==> src/rtl/knn_nat_master_pkg.sv <==
// rtl/knn_nat_master_pkg.sv - shared states, register map and helpers for the KNN native-bus initiator
package knn_nat_master_pkg;

  typedef enum logic [2:0] {
    ST_IDLE   = 3'd0,
    ST_WR_X   = 3'd1,
    ST_WR_Y   = 3'd2,
    ST_WR_ID  = 3'd3,
    ST_RD_RES = 3'd4,
    ST_RESP   = 3'd5
  } knn_state_e;

  localparam int KNN_A_X   = 0;
  localparam int KNN_A_Y   = 1;
  localparam int KNN_A_ID  = 2;
  localparam int KNN_A_RES = 3;

  function automatic logic is_access(input knn_state_e s);
    return (s == ST_WR_X) || (s == ST_WR_Y) || (s == ST_WR_ID) || (s == ST_RD_RES);
  endfunction

endpackage

==> src/rtl/knn_pt_fifo.sv <==
// rtl/knn_pt_fifo.sv - show-ahead synchronous point FIFO with full/empty flags
module knn_pt_fifo #(
  parameter int WIDTH      = 66,
  parameter int LOG2_DEPTH = 2
) (
  input  logic             clk,
  input  logic             rst_n,
  input  logic             push,
  input  logic             pop,
  input  logic [WIDTH-1:0] din,
  output logic [WIDTH-1:0] dout,
  output logic             full,
  output logic             empty
);

  logic [WIDTH-1:0]    mem [2**LOG2_DEPTH];
  logic [LOG2_DEPTH:0] wr_ptr;
  logic [LOG2_DEPTH:0] rd_ptr;

  // Extra pointer bit distinguishes full from empty when the indices match.
  assign empty = (wr_ptr == rd_ptr);
  assign full  = (wr_ptr[LOG2_DEPTH] != rd_ptr[LOG2_DEPTH]) &&
                 (wr_ptr[LOG2_DEPTH-1:0] == rd_ptr[LOG2_DEPTH-1:0]);
  assign dout  = mem[rd_ptr[LOG2_DEPTH-1:0]];

  always_ff @(posedge clk or negedge rst_n) begin
    if (!rst_n) begin
      wr_ptr <= '0;
      rd_ptr <= '0;
    end else begin
      if (push && !full) wr_ptr <= wr_ptr + 1'b1;
      if (pop && !empty) rd_ptr <= rd_ptr + 1'b1;
    end
  end

  always_ff @(posedge clk) begin
    if (push && !full) mem[wr_ptr[LOG2_DEPTH-1:0]] <= din;
  end

endmodule

==> src/rtl/knn_nat_master.sv <==
// rtl/knn_nat_master.sv - native-bus initiator feeding buffered points to the KNN peripheral
module knn_nat_master
  import knn_nat_master_pkg::*;
#(
  parameter int ADDR_W    = 4,
  parameter int DATA_W    = 32,
  parameter int ID_W      = 2,
  parameter int FIFO_LOG2 = 2,
  parameter int TIMEOUT   = 255,
  parameter int A_X       = KNN_A_X,
  parameter int A_Y       = KNN_A_Y,
  parameter int A_ID      = KNN_A_ID,
  parameter int A_RES     = KNN_A_RES
) (
  input  logic                clk,
  input  logic                rst_n,
  input  logic                pt_valid,
  output logic                pt_ready,
  input  logic [DATA_W-1:0]   pt_x,
  input  logic [DATA_W-1:0]   pt_y,
  input  logic [ID_W-1:0]     pt_id,
  output logic                m_valid,
  output logic [ADDR_W-1:0]   m_addr,
  output logic [DATA_W-1:0]   m_wdata,
  output logic [DATA_W/8-1:0] m_wstrb,
  input  logic [DATA_W-1:0]   m_rdata,
  input  logic                m_ready,
  output logic                res_valid,
  input  logic                res_ready,
  output logic [DATA_W-1:0]   res_data,
  output logic [ID_W-1:0]     res_id,
  output logic                res_err,
  output logic                busy
);

  localparam int PT_W = 2*DATA_W + ID_W;

  knn_state_e        state, state_nxt;
  logic              fifo_full, fifo_empty, push, pop;
  logic [PT_W-1:0]   fifo_dout;
  logic [DATA_W-1:0] x_r, y_r;
  logic [7:0]        tmo_cnt;
  logic              in_acc, acc_done, acc_tmo;
  logic [ADDR_W-1:0] acc_addr;
  logic [DATA_W-1:0] acc_wdata;

  assign pt_ready = ~fifo_full;
  assign push     = pt_valid & ~fifo_full;

  knn_pt_fifo #(.WIDTH(PT_W), .LOG2_DEPTH(FIFO_LOG2)) u_pt_fifo (
    .clk   (clk),
    .rst_n (rst_n),
    .push  (push),
    .pop   (pop),
    .din   ({pt_x, pt_y, pt_id}),
    .dout  (fifo_dout),
    .full  (fifo_full),
    .empty (fifo_empty)
  );

  // A completion arriving in the timeout cycle wins because acc_tmo requires !m_ready.
  assign in_acc    = is_access(state);
  assign acc_done  = in_acc & m_valid & m_ready;
  assign acc_tmo   = in_acc & m_valid & ~m_ready & (tmo_cnt == 8'(TIMEOUT-1));
  assign res_valid = (state == ST_RESP);
  assign busy      = (state != ST_IDLE) | ~fifo_empty;

  always_ff @(posedge clk or negedge rst_n) begin
    if (!rst_n) state <= ST_IDLE;
    else        state <= state_nxt;
  end

  always_comb begin
    state_nxt = state;
    pop       = 1'b0;
    case (state)
      ST_IDLE:   if (!fifo_empty) begin
                   pop       = 1'b1;
                   state_nxt = ST_WR_X;
                 end
      ST_WR_X:   if (acc_done) state_nxt = ST_WR_Y;
      ST_WR_Y:   if (acc_done) state_nxt = ST_WR_ID;
      ST_WR_ID:  if (acc_done) state_nxt = ST_RD_RES;
      ST_RD_RES: if (acc_done) state_nxt = ST_RESP;
      ST_RESP:   if (res_ready) state_nxt = ST_IDLE;
      default:   state_nxt = ST_IDLE;
    endcase
    if (acc_tmo) state_nxt = ST_RESP;
  end

  always_comb begin
    acc_addr  = ADDR_W'(A_RES);
    acc_wdata = '0;
    case (state)
      ST_WR_X:  begin acc_addr = ADDR_W'(A_X);  acc_wdata = x_r;            end
      ST_WR_Y:  begin acc_addr = ADDR_W'(A_Y);  acc_wdata = y_r;            end
      ST_WR_ID: begin acc_addr = ADDR_W'(A_ID); acc_wdata = DATA_W'(res_id); end
      default:  ;
    endcase
  end

  // The first cycle in each access state has m_valid low, giving the mandatory idle gap.
  always_ff @(posedge clk or negedge rst_n) begin
    if (!rst_n) begin
      m_valid  <= 1'b0;
      m_addr   <= '0;
      m_wdata  <= '0;
      m_wstrb  <= '0;
      tmo_cnt  <= '0;
      x_r      <= '0;
      y_r      <= '0;
      res_id   <= '0;
      res_data <= '0;
      res_err  <= 1'b0;
    end else begin
      if (pop) begin
        {x_r, y_r, res_id} <= fifo_dout;
        res_data           <= '0;
        res_err            <= 1'b0;
      end
      if (acc_done) begin
        m_valid <= 1'b0;
        if (state == ST_RD_RES) res_data <= m_rdata;
      end else if (acc_tmo) begin
        m_valid  <= 1'b0;
        res_data <= '0;
        res_err  <= 1'b1;
      end else if (in_acc && !m_valid) begin
        m_valid <= 1'b1;
        tmo_cnt <= '0;
        m_addr  <= acc_addr;
        m_wdata <= acc_wdata;
        m_wstrb <= (state == ST_RD_RES) ? '0 : '1;
      end else if (m_valid) begin
        tmo_cnt <= tmo_cnt + 8'd1;
      end
    end
  end

endmodule

==> config.mk <==
export PLATFORM = sky130hd
export DESIGN_NAME = knn_nat_master
export DESIGN_NICKNAME = d
export VERILOG_FILES = /design/src/rtl/knn_nat_master_pkg.sv /design/src/rtl/knn_pt_fifo.sv /design/src/rtl/knn_nat_master.sv
export SDC_FILE = /design/constraint.sdc
export NUM_CORES = 1
export LEC_CHECK = 0
export BUFFER_PORTS_ARGS = -buffer_cell sky130_fd_sc_hd__buf_2
export CORE_UTILIZATION = 43
export CTS_CLUSTER_SIZE = 40
export DETAILED_ROUTE_END_ITERATION = 10
export PLACE_DENSITY = 0.63
export SKIP_CTS_REPAIR_TIMING = 1
export SYNTH_ARGS = -nofsm -noshare
export SYNTH_HDL_FRONTEND = slang
export SYNTH_SLANG_ARGS = --single-unit
==> constraint.sdc <==
create_clock -name clk -period 6.8 [get_ports clk]
set_clock_uncertainty 0.2 [all_clocks]
set_input_delay 0 -clock clk [delete_from_list [all_inputs] [get_ports clk]]
set_output_delay 0 -clock clk [all_outputs]
set_load 0.05 [all_outputs]
* Word-level counts from Yosys, hierarchy flattened *
Memory sizes are Yosys's and may differ from the RTL's. A register that Yosys moved wholly into a read port is not among the register bits.
Cells that the tools add are included.

word-level totals
  bits in registers = 91
  bits in writable memories = 264
  input port bits = 103
  word-level logic and storage cells = 85
  memories kept = 1

memories
  memory         depth  bits a word  rd ports  clocked after Yosys merged registers in  wr ports  RTL line           RTL
  u_pt_fifo.mem  4      66           1         1                                        1         knn_pt_fifo.sv:16  logic [WIDTH-1:0] mem [2**LOG2_DEPTH];

operators by class
  add/sub/neg operators = 3
  equal/unequal tests = 15
  multiplexer cells = 27
  bitwise operators = 11
  reduce and logical (&&, ||, !) cells = 18

operators with widths
  kind                                                                    number
  32-bit two-way mux                                                      4
  32-bit one-hot mux with 3 select lines                                  1
  3-bit two-way mux                                                       7
  3-bit one-hot mux with 6 select lines                                   1
  8-bit two-way mux                                                       2
  3-bit inequality test (second input constant)                           5
  1-bit two-way mux                                                       10
  8-bit by 1-bit adder with 8-bit output (second input constant)          1
  8-bit equality test (second input constant)                             1
  3-bit by 1-bit adder with 3-bit output (second input constant)          2
  3-bit by 2-bit equality test with 1-bit output (second input constant)  2
  3-bit equality test (second input constant)                             2
  2-bit one-hot mux with 3 select lines                                   1
  3-bit AND reduction                                                     2
  6-bit AND reduction                                                     1
  3-bit nonzero test                                                      2
  1-bit AND                                                               5
  1-bit NOT                                                               5
  1-bit logical AND                                                       4
  1-bit logical NOT                                                       4
  4-bit two-way mux                                                       1
  3-bit by 1-bit equality test with 1-bit output (second input constant)  1
  3-bit equality test                                                     1
  3-bit logical NOT                                                       1
  6 further kinds                                                         8

* Depth between registers and ports, before layout *
Gate-level depths: netlist of the first run.

  depth after elaboration = 9
  gate-level depth with buffers = 8

* Modules after synthesis *
A second synthesis of the first run with hierarchy kept.

unflattened totals
  cells, all modules = 878
  area total of the unflattened synthesis = 16170.5 µm²

modules (own cells, without submodules)
  module          times used  cells an instance  area an instance (µm²)
  knn_pt_fifo     1           397                10054.6
  knn_nat_master  1           481                6115.9

* Least setup slack after synthesis of the first run *
No wires, ideal clock.

  kind = register to register
  start point = register u_pt_fifo.rd_ptr[1]
  end point = memory u_pt_fifo.mem[3][0], enable pin
  data arrival time = 3.069 ns
  data required time = 6.167 ns
  path slack = 3.098 ns
  stages on the path, launching flop included = 7
  buffers on the path = 2
  clock period less this slack = 3.702 ns
  cell sequence = dfrtp_1 > clkbuf_1 > xnor2_1 > nand3_1 > and2_1 > clkbuf_1 > and2_1

between the ends
  cells in the longest elaborated chain, start to end = 7
  elaborated cells on any way between the ends = 8

RTL lines
  item                                     RTL line              RTL
  from (decl)                              knn_pt_fifo.sv:18     logic [LOG2_DEPTH:0] rd_ptr;
  from (signal assigned)                   knn_pt_fifo.sv:32     if (pop && !empty) rd_ptr <= rd_ptr + 1'b1;
  2-bit equality test                      knn_pt_fifo.sv:23     (wr_ptr[LOG2_DEPTH-1:0] == rd_ptr[LOG2_DEPTH-1:0]);
  1-bit logical AND                        knn_pt_fifo.sv:22     assign full = (wr_ptr[LOG2_DEPTH] != rd_ptr[LOG2_DEPTH]) &&
  1-bit NOT                                --
  net pt_ready                             knn_nat_master.sv:18  output logic pt_ready,
  1-bit AND                                knn_nat_master.sv:48  assign push = pt_valid & ~fifo_full;
  1-bit logical AND                        knn_pt_fifo.sv:37     if (push && !full) mem[wr_ptr[LOG2_DEPTH-1:0]] <= din;
  1-bit two-way mux                        knn_pt_fifo.sv:37
  1-bit two-way mux (not written as such)  knn_pt_fifo.sv:37
  to (decl)                                knn_pt_fifo.sv:16

The timed path passes the listed nets, and every way through them passes these cells.

* Final worst setup path of the first run *
  start point = register u_pt_fifo.rd_ptr[1]
  end point = memory u_pt_fifo.mem[0][18], enable pin

between the ends
  cells in the longest elaborated chain, start to end = 7
  elaborated cells on any way between the ends = 8

RTL lines
  item                                       RTL line
  2-bit equality test *                      knn_pt_fifo.sv:23
  1-bit logical AND *                        knn_pt_fifo.sv:22
  1-bit NOT                                  knn_nat_master.sv:48
  1-bit AND                                  knn_nat_master.sv:48
  1-bit logical AND *                        knn_pt_fifo.sv:37
  1-bit two-way mux *                        knn_pt_fifo.sv:37
  1-bit two-way mux (not written as such) *  knn_pt_fifo.sv:37

Every way passes the cells marked *; elsewhere a longest branch is shown, timed or not.

==> results of run 1 <==
## power breakdown
part	switching (mW)	leakage, nW	internal [mW]	total, mW
logic	1.88	2.54	1.22	3.10
registers	0.349	4.29	3.51	3.86
clock network	0.950	0.666	1.24	2.19
## kinds of logic (layout without fill, tap and decap cells)
logic type / after synthesis / after routing / synth area share (%)
multiplexers: 137 / 137 / 14.4
XOR/XNOR: 11 / 11 / 0.609
buffers and inverters: 62 / 382 / 1.97
adder cells (fa/ha/maj): 7 / 7 / 0.554
AND/OR/NAND/NOR: 116 / 116 / 3.26
other: 1 / 2 / 0.0237
flip-flops: 416 / 416 / 74.2
AO/OA/AOI/OAI: 97 / 97 / 4.95
## layer usage
| layer | vias up | global-route usage [%] | wire, um |
|---|---|---|---|
| li1 | 3900 | - | - |
| met1 | 4345 | 22.9 | 14400 |
| met2 | 234 | 28.5 | 15900 |
| met3 | 46 | 3.58 | 1550 |
| met4 | 0 | 4.89 | 572 |
| met5 | - | 0 | 0 |
## final timing paths
check,startpoint,endpoint,slack [ns],depth (start not counted)
max,u_pt_fifo.rd_ptr[1],u_pt_fifo.mem[0][18],3.31,6
min,rst_n,m_wdata[1],-0.03,2
max reg2reg,u_pt_fifo.rd_ptr[1],u_pt_fifo.mem[0][18],3.31,6
min reg2reg,m_addr[1],m_addr[1],0.28,2
max in group asynchronous,rst_n,u_pt_fifo.rd_ptr[0],5.01,3
min in group clk,pt_x[7],u_pt_fifo.mem[2][41],-0.01,2
## metrics by stage
stage / std cells / setup WS, ns / power, mW / util, % / hold slack [ns]
global placement: 1439 / 3.30 / 6.95 / 47.6 / -0.00805
floorplan: 848 / 3.10 / 6.23 / - / -0.496
CTS: 1519 / 3.21 / 9.23 / 51.4 / -0.578
finish: 1629 / 3.31 / 9.15 / 54.4 / -0.0339
global route: 1629 / 3.05 / 9.65 / 54.4 / 0.00187
detailed placement: 1439 / 3.24 / 7.01 / 47.6 / -0.00355
## registers in the layout, indices dropped and copies added (netlist names)
| name | cells |
|---|---|
| m_addr | 2 |
| m_valid | 1 |
| m_wdata | 32 |
| m_wstrb | 1 |
| res_data | 32 |
| res_err | 1 |
| res_id | 2 |
| state | 3 |
| tmo_cnt | 8 |
| u_pt_fifo.mem | 264 |
| u_pt_fifo.rd_ptr | 3 |
| u_pt_fifo.wr_ptr | 3 |
| x_r | 32 |
| y_r | 32 |
## synth_stat cells, drive strengths merged (2+ instances only)
master,instances
a22oi,2
o2111ai,2
edfxtp,264
mux4,66
buf,32
nor2,71
and2,8
nand3,5
ha,7
a221oi,30
a22o,32
xor2,7
inv,6
a21oi,3
clkbuf,24
o31ai,3
nor3,3
nor2b,2
o21ai,13
xnor2,4
and3,2
mux2,70
nand2,19
dfrtp,152
## cell type report
| class | instances | area share [%] |
|---|---|---|
| clock buffers | 53 | 5.85 |
| clock inverters | 27 | 1.02 |
| inverters | 6 | 0.115 |
| multi-input cells | 370 | 19.5 |
| flip-flops and latches | 416 | 60.1 |
| well taps | 461 | 2.95 |
| repair buffers | 296 | 10.5 |
## worst max-delay path, stage by stage (launching register included)
cell,delay (ns)
dfrtp_4,0.39
buf_4,0.81
xnor2_1,0.19
nand3_1,0.15
and2_1,0.28
and2_4,0.31
buf_4,0.71
## cells in the final DEF, fill, tap and decap left out, drive strengths merged, types with 2 or more instances in the layout
cell type | Yosys | layout
nand3 | 5 | 5
o31ai | 3 | 3
a21oi | 3 | 3
nand2 | 19 | 19
o2111ai | 2 | 2
mux2 | 70 | 70
o21ai | 13 | 13
ha | 7 | 7
and2 | 8 | 8
a22oi | 2 | 2
a22o | 32 | 32
clkinv | 0 | 25
conb | 1 | 2
inv | 6 | 7
mux4 | 66 | 66
buf | 32 | 186
dfrtp | 152 | 152
dlygate4sd3 | 0 | 110
nor2b | 2 | 2
nor2 | 71 | 71
nor3 | 3 | 3
xnor2 | 4 | 4
edfxtp | 264 | 264
a221oi | 30 | 30
xor2 | 7 | 7
clkbuf | 24 | 53
and3 | 2 | 2
==> results by group, run 1 <==
Outcome
  – Status: complete, but fails checks
  – Failing checks: negative hold slack

Timing
  – Period utilization: about half
  – Max-Slew Margin vs Limit: between 10% and 20%
  – RSZ-0062 raised after global routing: false
  – Worst hold slack: -0.0339 ns
  – Fmax: between 200 and 300 MHz
  – Final Hold Vio Count: 73
  – Setup TNS: 0 ns
  – Worst-Margin Slew: between 1 and 1.5 ns
  – Final slew viol count: 0
  – Min Clock Period, post-route: 3.49 ns
  – Setup violations, final: 0

Placement
  – Final HPWL DP: ~18 mm
  – GPL Wtd Cong: 0.743
  – Dpl cell area: ~0.017 mm^2
  – Number of buffers added on ports: approximately 180

Detailed routing
  – Via count: 8,525
  – 1st-iter DRT viols: about 420
  – DRC viols: 0
  – DRT Wirelength: around 32 mm
  – DR vias/cell: roughly 5.2
  – Drt first pass iters: 5
  – Post-route ant nets: 0
  – WL/cell: slightly below 20 um

Clocking
  – Worst-path clk slew: about 0.060 ns
  – Sink Count: about 420
  – CTS root buf: clkbuf_16
  – Worst skew pair latency: ~0.56 ns
  – CTS tree: yes
  – Htree depth: 2
  – Total clock buffers created by CTS: between 40 and 50
  – Max Buffers Root-to-Sink: 3

Synth
  – Ranking of synthesized cells by area: edfxtp_1 (50%), dfrtp_1 (24%), mux4_2 (9.4%), mux2_2 (4.9%), a22o_1 (1.8%)
  – Cell taking the most area after synthesis: edfxtp_1
  – Post-synth ARST share: 36.5%
  – Sequential area share after synthesis: approximately three quarters
  – Most used DFF post-synth: edfxtp_1
  – Syn_area_per_cell: 18.7 um^2
  – Yosys top cell area share: about half
  – Synth warn: 0
  – Synth unique cells: 52
  – Post-synth EDFFs: ~260
  – Seq cells post-synth: about 420
  – Synth Instances: about 850
  – Syn Std Cell Area: about 0.016 mm^2

Global route
  – Antenna violations before repair: 0
  – Largest net degree at the start of global routing: roughly 100
  – First-pass GRT wire length: between 40 and 50 mm
  – Overflow after GRT: 0
  – Vias in the first global route: roughly 8.5k
  – Total GRT Usage: about 17%

Finish
  – Final nets: between 1k and 1.5k
  – Fillers: between 2k and 3k
  – Layout area overhead: 23.6%
  – Sequential Area: 0.0117 mm^2
  – Ratio of cells with drive above 1 in the final layout: between 30% and 40%
  – Design Area, Final: between 0.015 and 0.02 mm^2
  – Antenna diode count: 0
  – Area of the multi-input gates: 0.00381 mm^2

Floorplanning
  – FP Rows: 69
  – Core box area: 0.0359 mm^2
  – Initial Utilization: between 40% and 50%
  – # IOs: 182
  – Die W: roughly 190 um
  – Die Ht: slightly below 200 um
  – Full die area: approximately 0.038 mm^2

Setup path
  – Critical Path Sink Type: flip-flop
  – Worst Path Arrival: between 3 and 4 ns
  – Crit Path Max Fanout: 69
  – Crit path kind: flip-flop to flip-flop
  – Critical Path RT: between 6 and 7 ns
  – Startpoint type of the worst setup path: flip-flop

Power and ir drop
  – Leak: 7.49 nW
  – Worst vdd ir: ~330 uV
  – PwrDens: 468 mW/mm^2

Hold path
  – Hold crit path type: input pin to asynchronous set/reset pin

Job
  – Total of max-cap violations: 0
Power figures use the tool's default switching activity.
==> inputs of run 2 (changes only) <==
--- a/config.mk
+++ b/config.mk
@@ -9,7 +9,7 @@
 export CORE_UTILIZATION = 43
 export CTS_CLUSTER_SIZE = 40
 export DETAILED_ROUTE_END_ITERATION = 10
-export PLACE_DENSITY = 0.63
+export PLACE_DENSITY = 0.65
 export SKIP_CTS_REPAIR_TIMING = 1
 export SYNTH_ARGS = -nofsm -noshare
 export SYNTH_HDL_FRONTEND = slang
==> constraint.sdc (replaced) <==
create_clock -name clk -period 2.8 [get_ports clk]
set_clock_uncertainty 0.2 [all_clocks]
set_input_delay 0 -clock clk [delete_from_list [all_inputs] [get_ports clk]]
set_output_delay 0 -clock clk [all_outputs]
set_load 0.05 [all_outputs]
==> run 2 against run 1 <==
Sequential share of layout area down 0.81 points. Count of clock-buffer cells in the layout is 9 higher. Critical endpoint is now state[2]. Highest routed layer is now met5. The flow now finishes without violations. Register-to-register slack worse by 3.2 ns. First-iteration DRC count is 10% lower.
==> results by group, run 2 (synthesis gave the netlist of run 1 again) <==
Setup path
  – Buf/Inv on CP: 1 (-1)
  – Startpoint type of the worst setup path: flip-flop
  – Critical Path Sink Type: flip-flop
  – CP Cell Sequence: or3b_4 > and2_4 > or4_4 > nand2_1 > a32o_1 > dlygate4sd3_1
  – Reg-to-Reg Start: state[0]
  – Crit Path Max Fanout: 14 (-80%)
  – R2r worst-path depth: 6 (unchanged)
  – Worst Setup EP: state[2]
  – Top delay family on crit path: simple AND/OR/NAND/NOR gates
  – Critical Path RT: 3.07 ns (-3.69 ns)
  – Stages on worst setup path: 6 (unchanged)
  – RR Endpoint: state[2]
  – Worst Path Arrival: 2.96 ns (-0.49 ns)
  – Critical Path Max Stage Delay: 0.54 ns (-0.27 ns)
  – Crit path max-delay cell type: dlygate4sd3_1
  – Crit path kind: flip-flop to flip-flop
  – Worst setup path start: state[0]
  – R2r setup slk: 0.11 ns (-3.20 ns)

Global route
  – Antenna violations before repair: 3 (+3)
  – Vias in the first global route: 8,639 (+1.1%)
  – First-pass GRT wire length: 50.4 mm (+1.8%)
  – Overflow after GRT: 0 (unchanged)
  – Total GRT Usage: 17.4% (+0.21 points)
  – Largest net degree at the start of global routing: 71 (-30%)

Placement
  – Number of buffers added on ports: 179 (unchanged)
  – Dpl cell area: 0.0172 mm^2 (+0.80%)
  – Placed insts: 1,449 (+0.69%)
  – Final HPWL DP: 18.1 mm (+2.4%)
  – GPL Wtd Cong: 0.764 (+2.8%)

Clocking
  – Total clock buffers created by CTS: 44 (+2.3%)
  – Sink Count: 416 (unchanged)
  – Worst skew pair latency: 0.54 ns (-0.02 ns)
  – CTS root buf: clkbuf_16
  – CTS tree: yes
  – Worst-path clk slew: 0.06 ns (about the same)
  – Max Buffers Root-to-Sink: 3 (unchanged)
  – Htree depth: 2 (unchanged)

Timing
  – Period utilization: 96.0% (+45 points)
  – Final Hold Vio Count: 0 (-100%)
  – Min Clock Period, post-route: 2.69 ns (-0.800 ns)
  – Worst hold slack: 0.0101 ns (+0.0440 ns)
  – Max-Slew Margin vs Limit: 25.9% (+9.1 points)
  – RSZ-0062 raised after global routing: false
  – Setup violations, final: 0 (unchanged)
  – Final slew viol count: 0 (unchanged)
  – Worst-Margin Slew: 1.11 ns (-0.135 ns)
  – Fmax: 372 MHz (+30%)

Floorplanning
  – Die Ht: 194 um (unchanged)
  – Die W: 194 um (unchanged)
  – Full die area: 0.0375 mm^2 (unchanged)
  – # IOs: 182 (unchanged)
  – Core box area: 0.0359 mm^2 (unchanged)
  – FP Rows: 69 (unchanged)
  – Initial Utilization: 44.0% (unchanged)

Finish
  – Most frequent cells in the layout: edfxtp_1 (264), buf_2 (178), dfrtp_1 (150), dlygate4sd3_1 (110), mux2_2 (69)
  – Layout area overhead: 25.3%
  – Most common cell after layout, fill and taps aside: edfxtp_1
  – Final nets: 1,254 (+0.88%)
  – Max FFs per register: 264 (unchanged)
  – Design Area, Final: 0.0198 mm^2 (+1.4%)
  – Ratio of cells with drive above 1 in the final layout: 34.9% (+0.50 points)
  – Final Instance Count excl. Fillers: 1,643 (+0.86%)

Job
  – Total of max-cap violations: 0 (unchanged)

Detailed routing
  – Via count: 8,795 (+3.2%)
  – WL/cell: 20.3 um (+1.8%)
  – DR vias/cell: 5.35 (+2.3%)
  – DRT Wirelength: 33.3 mm (+2.7%)
  – DRC viols: 0 (unchanged)
  – Post-route ant nets: 0 (unchanged)
  – 1st-iter DRT viols: 378 (-10%)
  – Drt first pass iters: 7 (+2)

Power and ir drop
  – Internal power: 15.1 mW (+150%)
  – Worst vdd ir: 719 uV (+120%)
  – Sequential power share: 40.7% (-1.4 points)
  – Clock Power Share: 25.4% (+1.4 points)
  – Tot Pwr: 23.0 mW (+150%)
  – Switching share of power: 34.2% (-0.46 points)
  – Psw: 7.87 mW (+150%)
  – Leak: 7.60 nW (+1.5%)
  – PwrDens: 1160 mW/mm^2 (+150%)
  – Comb pwr share: 34.0% (about the same)

Hold path
  – Hold crit path type: input pin to flip-flop

Outcome
  – Status: completed
-- run 2: changes by cell type in the layout (fill, tap and decap cells not counted), sizes merged --
cell / previous run / this run
buf: 186 / 196
clkbuf: 53 / 62
clkinv: 25 / 11
bufinv: 1 / 5
inv: 7 / 8
clkinvlp: 0 / 2
diode: 0 / 2
-- run 2: power groups by stage --
stage / clock, mW / sequential [mW] / combinational [mW]
2_1_floorplan: 0 / 10.4 / 4.69
3_3_place_gp: 0 / 9.40 / 7.69
3_5_place_dp: 0 / 9.48 / 7.79
4_1_cts: 5.97 / 9.37 / 7.81
5_1_grt: 6.18 / 9.54 / 8.38
6_report: 5.82 / 9.34 / 7.80
-- run 2: layer usage --
layer  up-vias  track usage [%]  share of wire [%]
met4         2             4.27                1.6
met5         -                0              0.048
met3        54             4.52                6.0
met2       266             28.8                 49
li1       3917                -                  -
met1      4556             22.9                 43
-- run 2: worst min-delay path by stage --
stage | startpoint | endpoint | slack (ns) | cells after the start
after floorplan | rst_n | m_addr[0] | -0.50 | 0
after global placement | rst_n | m_wdata[0] | -0.15 | 1
after detailed placement | rst_n | m_wdata[0] | -0.15 | 1
after CTS | rst_n | res_data[5] | -0.73 | 1
after global routing | pt_x[11] | u_pt_fifo.mem[2][45] | 0.0005 | 2
final | pt_y[2] | u_pt_fifo.mem[2][4] | 0.01 | 2
-- run 2: worst register-to-register path: cells and delay by family (launching register included) --
| kind | cells | cell delay, ns |
|---|---|---|
| AOI/OAI and AO/OA | 1 | 0.12 |
| buffers and inverters | 1 | 0.54 |
| DFF | 1 | 0.52 |
| and+or+nand+nor | 4 | 1.24 |
-- run 2: final cells by class --
class	instances	area, um^2
Antenna cell	2	5.00
Clock buffer	62	1200
Clock inverter	20	263
Fill cell	2814	16100
Inverter	6	22.5
Multi-Input combinational cell	370	3810
Sequential cell	416	11700
Tap cell	461	577
Timing Repair Buffer	306	2190
-- run 2: per-stage QoR --
step	setup slack [ns]	setup TNS (ns)	utilization, %
after CTS	0.0554	0	52.1
after detailed placement	0.0787	0	48.0
after global routing	0.0246	0	55.2
after floorplan	-0.163	-32.32	-
after global placement	0.205	0	48.0
final	0.111	0	55.2
